## src/rtl/unit_serial_add_ctrl_pkg.sv

```systemverilog
// Shared definitions for the serial slice adder controller.
//   SLICE_W : width of one adder slice (the shared adder width)
//   state_e : controller FSM states IDLE / RUN / DONE
//   clog2() : index width helper, never returns less than 1
package unit_serial_add_ctrl_pkg;

    localparam int unsigned SLICE_W = 16;

    typedef enum logic [1:0] {
        IDLE = 2'd0,
        RUN  = 2'd1,
        DONE = 2'd2
    } state_e;

    // Bits needed to index 'value' entries; a one-entry space still gets one bit.
    function automatic int unsigned clog2(input int unsigned value);
        int unsigned w;
        w = 0;
        for (int i = 0; i < 31; i++) begin
            if ((32'd1 << i) < value) begin
                w = 32'(i + 1);
            end
        end
        return (w == 0) ? 32'd1 : w;
    endfunction

endpackage

```

## src/rtl/carry_select_adder.sv

```systemverilog
// 16-bit carry-select adder: the low byte ripples, the high byte is computed
// for both carry-in values and selected by the low-byte carry.
// Ports:
//   a, b : 16-bit addends
//   cin  : carry-in
//   sum  : 16-bit sum (combinational)
//   cout : carry-out (combinational)
module carry_select_adder (
    input  logic [15:0] a,
    input  logic [15:0] b,
    input  logic        cin,
    output logic [15:0] sum,
    output logic        cout
);

    logic [8:0] lo;
    logic [8:0] hi0;
    logic [8:0] hi1;

    // Both high-byte candidates are formed in parallel with the low byte.
    always_comb begin
        lo   = {1'b0, a[7:0]}  + {1'b0, b[7:0]}  + 9'(cin);
        hi0  = {1'b0, a[15:8]} + {1'b0, b[15:8]};
        hi1  = {1'b0, a[15:8]} + {1'b0, b[15:8]} + 9'd1;
        sum  = lo[8] ? {hi1[7:0], lo[7:0]} : {hi0[7:0], lo[7:0]};
        cout = lo[8] ? hi1[8] : hi0[8];
    end

endmodule

```

## src/rtl/unit_serial_add_ctrl.sv

```systemverilog
// Serial multi-word adder: one shared 16-bit carry-select adder processes one
// slice per cycle, LSB slice first, carrying between slices in a register.
// Optional feature macro: SUBTRACT_EN adds the 'op' port (1 = A-B, 0 = A+B).
// Ports:
//   clk, rst_n           : clock, synchronous active-low reset
//   in_valid / in_ready  : request handshake (in_ready high only in IDLE)
//   a, b, cin            : operands and carry-in, latched on acceptance
//   op                   : subtract select (SUBTRACT_EN builds only)
//   sum, cout, ovf       : registered result, final carry, signed overflow
//   out_valid / out_ready: result handshake
//   busy                 : high while a request is in RUN or DONE
module unit_serial_add_ctrl
    import unit_serial_add_ctrl_pkg::*;
#(
    parameter int unsigned WORDS = 4
) (
    input  logic                     clk,
    input  logic                     rst_n,
    input  logic                     in_valid,
    output logic                     in_ready,
    input  logic [SLICE_W*WORDS-1:0] a,
    input  logic [SLICE_W*WORDS-1:0] b,
    input  logic                     cin,
`ifdef SUBTRACT_EN
    input  logic                     op,
`endif
    output logic [SLICE_W*WORDS-1:0] sum,
    output logic                     cout,
    output logic                     ovf,
    output logic                     out_valid,
    input  logic                     out_ready,
    output logic                     busy
);

    localparam int unsigned K_W = clog2(WORDS);

    typedef logic [WORDS-1:0][SLICE_W-1:0] slices_t;

    state_e        state_q, state_d;
    slices_t       a_q, a_d;
    slices_t       b_q, b_d;
    slices_t       sum_q, sum_d;
    logic [K_W-1:0] k_q, k_d;
    logic          carry_q, carry_d;
    logic          cout_q, cout_d;
    logic          ovf_q, ovf_d;
    logic          out_valid_q, out_valid_d;
    logic          in_ready_q, in_ready_d;
    logic          busy_q, busy_d;

    logic [SLICE_W-1:0] add_sum;
    logic               add_cout;
    logic               last_slice;

    // Shared datapath: slice k of the latched operands plus the running carry.
    carry_select_adder u_adder (
        .a    (a_q[k_q]),
        .b    (b_q[k_q]),
        .cin  (carry_q),
        .sum  (add_sum),
        .cout (add_cout)
    );

    assign last_slice = (k_q == K_W'(WORDS - 1));

    // Next-state and next-output logic.
    always_comb begin
        state_d     = state_q;
        a_d         = a_q;
        b_d         = b_q;
        sum_d       = sum_q;
        k_d         = k_q;
        carry_d     = carry_q;
        cout_d      = cout_q;
        ovf_d       = ovf_q;
        out_valid_d = out_valid_q;

        case (state_q)
            IDLE: begin
                if (in_valid && in_ready_q) begin
                    a_d     = a;
                    k_d     = '0;
                    state_d = RUN;
`ifdef SUBTRACT_EN
                    // Subtraction is A + ~B + 1; cin is ignored.
                    b_d     = op ? ~b : b;
                    carry_d = op ? 1'b1 : cin;
`else
                    b_d     = b;
                    carry_d = cin;
`endif
                end
            end
            RUN: begin
                sum_d[k_q] = add_sum;
                carry_d    = add_cout;
                if (last_slice) begin
                    state_d     = DONE;
                    out_valid_d = 1'b1;
                    cout_d      = add_cout;
                    // Overflow uses the effective (possibly inverted) B sign.
                    ovf_d       = (a_q[WORDS-1][SLICE_W-1] == b_q[WORDS-1][SLICE_W-1]) &&
                                  (add_sum[SLICE_W-1] != a_q[WORDS-1][SLICE_W-1]);
                end else begin
                    k_d = k_q + K_W'(1);
                end
            end
            DONE: begin
                if (out_ready) begin
                    state_d     = IDLE;
                    out_valid_d = 1'b0;
                end
            end
            default: begin
                state_d     = IDLE;
                out_valid_d = 1'b0;
            end
        endcase

        in_ready_d = (state_d == IDLE);
        busy_d     = (state_d != IDLE);
    end

    // State and output registers.
    always_ff @(posedge clk) begin
        if (!rst_n) begin
            state_q     <= IDLE;
            a_q         <= '0;
            b_q         <= '0;
            sum_q       <= '0;
            k_q         <= '0;
            carry_q     <= 1'b0;
            cout_q      <= 1'b0;
            ovf_q       <= 1'b0;
            out_valid_q <= 1'b0;
            in_ready_q  <= 1'b1;
            busy_q      <= 1'b0;
        end else begin
            state_q     <= state_d;
            a_q         <= a_d;
            b_q         <= b_d;
            sum_q       <= sum_d;
            k_q         <= k_d;
            carry_q     <= carry_d;
            cout_q      <= cout_d;
            ovf_q       <= ovf_d;
            out_valid_q <= out_valid_d;
            in_ready_q  <= in_ready_d;
            busy_q      <= busy_d;
        end
    end

    assign sum       = sum_q;
    assign cout      = cout_q;
    assign ovf       = ovf_q;
    assign out_valid = out_valid_q;
    assign in_ready  = in_ready_q;
    assign busy      = busy_q;

endmodule

```

## config.mk

```make
export PLATFORM = sky130hd
export DESIGN_NAME = unit_serial_add_ctrl
export DESIGN_NICKNAME = d
export VERILOG_FILES = /design/src/rtl/unit_serial_add_ctrl_pkg.sv /design/src/rtl/carry_select_adder.sv /design/src/rtl/unit_serial_add_ctrl.sv
export SDC_FILE = /design/constraint.sdc
export NUM_CORES = 1
export LEC_CHECK = 0
export CORE_MARGIN = 5
export CORE_UTILIZATION = 53
export CTS_BUF_LIST = sky130_fd_sc_hd__clkbuf_8
export DETAILED_ROUTE_END_ITERATION = 8
export MAX_ROUTING_LAYER = met4
export PLACE_DENSITY_LB_ADDON = 0.2
export SYNTH_ARGS = -nofsm -noshare
export SYNTH_HDL_FRONTEND = slang
export SYNTH_HIERARCHICAL = 1
export SYNTH_SLANG_ARGS = --single-unit
```

## constraint.sdc

```tcl
create_clock -name clk -period 4.2 [get_ports clk]
set_clock_uncertainty 0.1 [all_clocks]
set_input_delay 0.84 -clock clk [delete_from_list [all_inputs] [get_ports clk]]
set_output_delay 0.84 -clock clk [all_outputs]
set_load 0.02 [all_outputs]
```

Yosys cells after proc, flatten, opt, wreduce, memory -nomap -nowiden:

Cells that the tools add are included.

* bits in registers: 202
* latch bits: 0
* RAM bits: 0
* memory bits (read-only): 0
* input port bits: 133
* output and inout port bits: 69
* word-level logic and storage cells: 70
* memories kept: 0

* add/subtract/negate cells: 5
* $mul: 0
* divide/modulo/power cells: 0
* order comparisons: 2
* equal/unequal tests: 9
* shifts and indexed selects: 0
* multiplexer cells: 21
* bitwise operators: 1
* reduce and logical (&&, ||, !) cells: 12

Operators with widths (number)
* $bmux 16 s2: 2
* $bwmux 64: 1
* $mux 16: 4
* $demux 16 s2: 1
* $add 8x8->9: 2
* $mux 2: 5
* $add 9x1->9: 1
* $add 9x1->9 const B: 1
* $ne 2x2->1 const B: 4
* $pmux 2 s3: 1
* $reduce_and 2->1: 3
* $reduce_and 3->1: 2
* $eq 2x2->1 const B: 2
* $logic_not 2->1: 2
* $mux 1: 4
* $pmux 2 s2: 1
* $reduce_bool 2->1: 2
* $logic_and 1x1->1: 3
* $lt 2x3->1 const B: 1
* $pmux 1 s3: 1
* $add 2x1->2 const B: 1
* $eq 2x1->1 const B: 1
* $ge 2x1->1 const B: 1
* $pmux 1 s2: 1
* 3 further kinds: 3

Logic depth before layout (Yosys ltp):

Gate-level depths: netlist (run 1).

* depth in word-level cells: 7
* gate-level depth with buffers: 15

By module:

The synthesis (run 1) kept the hierarchy.

By module, submodules not included
* unit_serial_add_ctrl: times used 1, cells each 930, area an instance 8373.0 um^2, sequential area each 4043.9 um^2
* carry_select_adder: times used 1, cells each 101, area an instance 822.0 um^2, sequential area each 0.0 um^2

Worst setup path before layout (run 1):

OpenSTA, ideal clock, no wires.

* path kind: register -> register
* from: register k_q[0]
* to: register ovf_q (netlist: ovf)
* data arrival time: 3.646 ns
* setup slack: 0.380 ns
* stages on the path, launching flop included: 14
* buffers on the path: 2
* period minus slack after synthesis: 3.820 ns
* cells stage by stage: dfxtp_1 buf_2 buf_4 mux4_2 ha_1 fa_1 and3_2 o21ai_2 a21oi_4 xnor2_2 nor4_2 xnor2_1 or3b_2 a31oi_1

* cells in the longest elaborated chain, start to end: 7

Ends and longest elaborated chain
* from (decl): RTL line unit_serial_add_ctrl.sv:43 `logic [K_W-1:0] k_q, k_d;`
* from (signal assigned): RTL line unit_serial_add_ctrl.sv:143 `k_q <= k_d;`
* $bmux 16 s2 (on tied branches): RTL line unit_serial_add_ctrl.sv:57, unit_serial_add_ctrl.sv:58
* $mux 16 (on tied branches): RTL line unit_serial_add_ctrl.sv:57, unit_serial_add_ctrl.sv:58
* $add 8x8->9 (on tied branches): RTL line carry_select_adder.sv:23, carry_select_adder.sv:24, carry_select_adder.sv:22
* $add 9x1->9 (on tied branches): RTL line carry_select_adder.sv:24, carry_select_adder.sv:22
* $mux 16 *: RTL line carry_select_adder.sv:25 `sum = lo[8] ? {hi1[7:0], lo[7:0]} : {hi0[7:0], lo[7:0]};`
* net add_sum[15]: RTL line unit_serial_add_ctrl.sv:51 `logic [SLICE_W-1:0] add_sum;`
* $ne 1x1->1 *: RTL line unit_serial_add_ctrl.sv:103 `(add_sum[SLICE_W-1] != a_q[WORDS-1][SLICE_W-1]);`
* $logic_and 1x1->1 *: RTL line unit_serial_add_ctrl.sv:102 `ovf_d = (a_q[WORDS-1][SLICE_W-1] == b_q[WORDS-1][SLICE_W-1]) &&`
* to (signal assigned): RTL line unit_serial_add_ctrl.sv:146 `ovf_q <= ovf_d;`
* to (decl): RTL line unit_serial_add_ctrl.sv:46 `logic ovf_q, ovf_d;`

The timed path passes the listed nets; every way through them passes the cells marked *. The select of a mux whose other input is x is not followed.
A chain may end at the register's enable or synchronous reset.

Final worst setup path (run 1):

Ends and elaborated chain as after synthesis.

==> out/summary.txt, run 1 <==
Outcome: complete, no violations
Initial antenna violation count: 0
Clk Latency, worst-skew pair: 0.53 ns
Setup Slack @ Placement: 0.1929 ns
Mapped Area: 0.009195 mm^2
Leak pwr: 4.321 nW
Die Height: 141.7 um
Design area: 0.01185 mm^2
Ant. Diodes: 0
GRT Util Overall: 23.95%
Root Buffer Master: clkbuf_8
Port Buffers: 201
Nets: 1362
CTS tree: done
Fillcell total: 1454
Final WS setup: 0.3343 ns
First-pass GRT wire length: 38.01 mm
Clk sinks: 202
First DRT Iteration DRCs: 418
Die area: 0.02008 mm^2
Initial Utilization: 53.53%
Crit end category: flop
Final period util: 92.04%
Pwr Total: 4.330 mW
MaxCap Viol Count: 0
Overflow after GRT: 0
Multi-input gate area: 0.004757 mm^2
Num CTS Buffers: 34
Syn Area/Cell: 8.919 um^2
CP Data Required Time: 4.54 ns
Largest area contributor in the netlist: dfxtp_1
Number of synthesized flops with an enable pin: 0
Min Tclk post-route: 3.866 ns
FF+latch count, synth: 202
RSZ-0062 raised after global routing: false
Power per Cell Area: 365.5 mW/mm^2
Fin util: 68.96%
Vias in the first global route: 7531
Synth warn: 6
Slew HR: 41.20%
Hpwl dp: 17.17 mm
Avg WL per Cell: 16.16 um
H-tree depth: 2
Setup Fix Bufs, Post-CTS: 0
# rows: 48
Vias: 7658
Final setup viols: 0
Post-synthesis sequential area ratio: 43.98%
Worst EP arrival: 4.21 ns
Register Area: 0.004046 mm^2
Met1 Use GR: 32.19%
Post-placement cell count: 1395
Final-report hold violation count: 0
# DRC: 0
Peak VDD IR: 241.2 uV
GR Util met3: 3.842%
Critical setup path kind: reg -> reg
Yosys cell types: 48
First-pass iteration count of the detailed router: 5
Yosys top cell area share: 43.98%
Dominant synthesized flop cell: dfxtp_1
Most used routing layer: met2
Syn_nets: 1187
Largest net degree at the start of global routing: 90
Hold-fix buffers, CTS: 0
Max-slew violation count: 0
Post-route insts no fill: 1449
Core box area: 0.01718 mm^2
I/O Pins: 202
Fmax: 0.2587 GHz
Worst-path clk slew: 0.06 ns
Async SR Flop Fraction: 0%
DR vias/cell: 5.285
Worst setup SP type: flop
Share of cells above drive strength 1: 8.905%
Fin Hold WS: 0.3500 ns
Total wire length: 23.42 mm
DP Area: 0.01124 mm^2
Max clock buf depth: 3
CP Max Fanout: 22
Die width: 141.7 um
Area growth, synth to finish: 28.82%
Post-CTS Resized: 0
GR Util met2: 37.62%
DRT antenna net count: 0
Worst-Margin Slew: 0.8801 ns
Setup tns final: 0 ns
Top post-synthesis cells by area: dfxtp_1 (44%), nand2_1 (16%), a21boi_1 (9.6%)
GP Congestion: 0.8605
Worst Hold Class: reg -> reg
Syn Inst Count: 1031
[per-layer routing]
layer	vias up	wire length, um
li1	3801	-
met1	3554	10580
met2	256	10810
met3	47	1484
met4	0	547
met5	-	0
[cells in the mapped netlist (3+ instances only)]
cell type,instances
ha_1,20
fa_1,3
and3b_1,4
nand3b_1,3
buf_2,22
mux4_2,32
inv_1,11
nor2b_1,3
a21boi_1,117
buf_4,21
a21oi_1,10
nand3b_2,4
nand2_1,397
a21boi_0,79
clkbuf_2,3
dfxtp_1,202
o21ai_0,5
xnor2_1,10
xor2_1,5
nor2_1,10
clkbuf_1,25
a21o_1,3
nand4_1,4
o21a_1,4
[cell families (layout without fill, tap and decap cells)]
group                      count (synthesis)  in the layout  share of synthesized area (%)
AOI/OAI and AO/OA                        231            231                          18.61
xor gates and xnor gates                  17             17                          1.782
adders and majority gates                 23             23                          3.375
buffers and inverters                     83            276                          4.586
DFF                                      202            202                          43.98
muxes                                     34             34                          8.069
and+or+nand+nor                          441            441                          19.59
[cell type report]
class	count	share of cell area (%)
tap	225	2.377
clock inverter	16	0.6232
sequential	202	34.16
multi-input combinational	746	40.16
timing repair buffer	211	17.91
inverter	11	0.3486
clock buffer	38	4.415
[sequential cells by signal, indices dropped and copies added, names as in the netlist]
signal     flops
carry_q        1
cout           1
in_ready       1
state_q        2
out_valid      1
busy           1
a_q           64
sum           64
ovf            1
b_q           64
k_q            2
[where the power goes]
part / internal (mW) / total, mW / switching [mW]
Combinational: 0.336 / 0.684 / 0.348
Clock: 0.823 / 1.57 / 0.748
Sequential: 2.01 / 2.07 / 0.0638
Total: 3.17 / 4.33 / 1.16
[worst max-delay path: stages (launching register included)]
cell     delay (ns)
dfxtp_2        0.40
buf_12         0.21
mux4_2         0.52
ha_1           0.23
fa_1           0.41
and3_2         0.24
o21ai_2        0.17
a21oi_4        0.08
xnor2_2        0.16
nor4_2         0.37
xnor2_2        0.23
or3b_2         0.48
a31oi_1        0.16
[worst paths after layout]
path                                            from                    to  slack (ns)  cells after the start
worst max-delay path             k_q[0]$_SDFFE_PN0P_      ovf$_SDFFE_PN0P_        0.33                     12
worst min-delay path            a_q[30]$_SDFFE_PN0P_  a_q[30]$_SDFFE_PN0P_        0.35                      2
worst min register to register  a_q[30]$_SDFFE_PN0P_  a_q[30]$_SDFFE_PN0P_        0.35                      2
worst max register to register   k_q[0]$_SDFFE_PN0P_      ovf$_SDFFE_PN0P_        0.33                     12
[placed cells by master (no fill, tap or decap), types with 4 or more instances in the layout]
master           netlist  routed
a21boi_0              79      79
a21boi_1             117     117
a21oi_1               10      10
and3b_1                4       4
buf_4                 21       8
clkbuf_8               0      38
clkdlybuf4s50_1        0     200
dfxtp_1              202     200
ha_1                  20      20
inv_1                 11      23
mux4_2                32      32
nand2_1              397     397
nand3b_2               4       4
nand4_1                4       4
nor2_1                10      10
o21a_1                 4       4
o21ai_0                5       5
xnor2_1               10       9
xor2_1                 5       5
No activity file was read; power rests on OpenSTA's default activity.
==> run 2, diff against run 1 <==
--- a/config.mk
+++ b/config.mk
@@ -5,6 +5,7 @@
 export SDC_FILE = /design/constraint.sdc
 export NUM_CORES = 1
 export LEC_CHECK = 0
+export ABC_CLOCK_PERIOD_IN_PS = 4200
 export CORE_MARGIN = 5
 export CORE_UTILIZATION = 53
 export CTS_BUF_LIST = sky130_fd_sc_hd__clkbuf_8
==> results of run 2 <==
The final DEF is identical to that of run 1; final timing and power are the same.
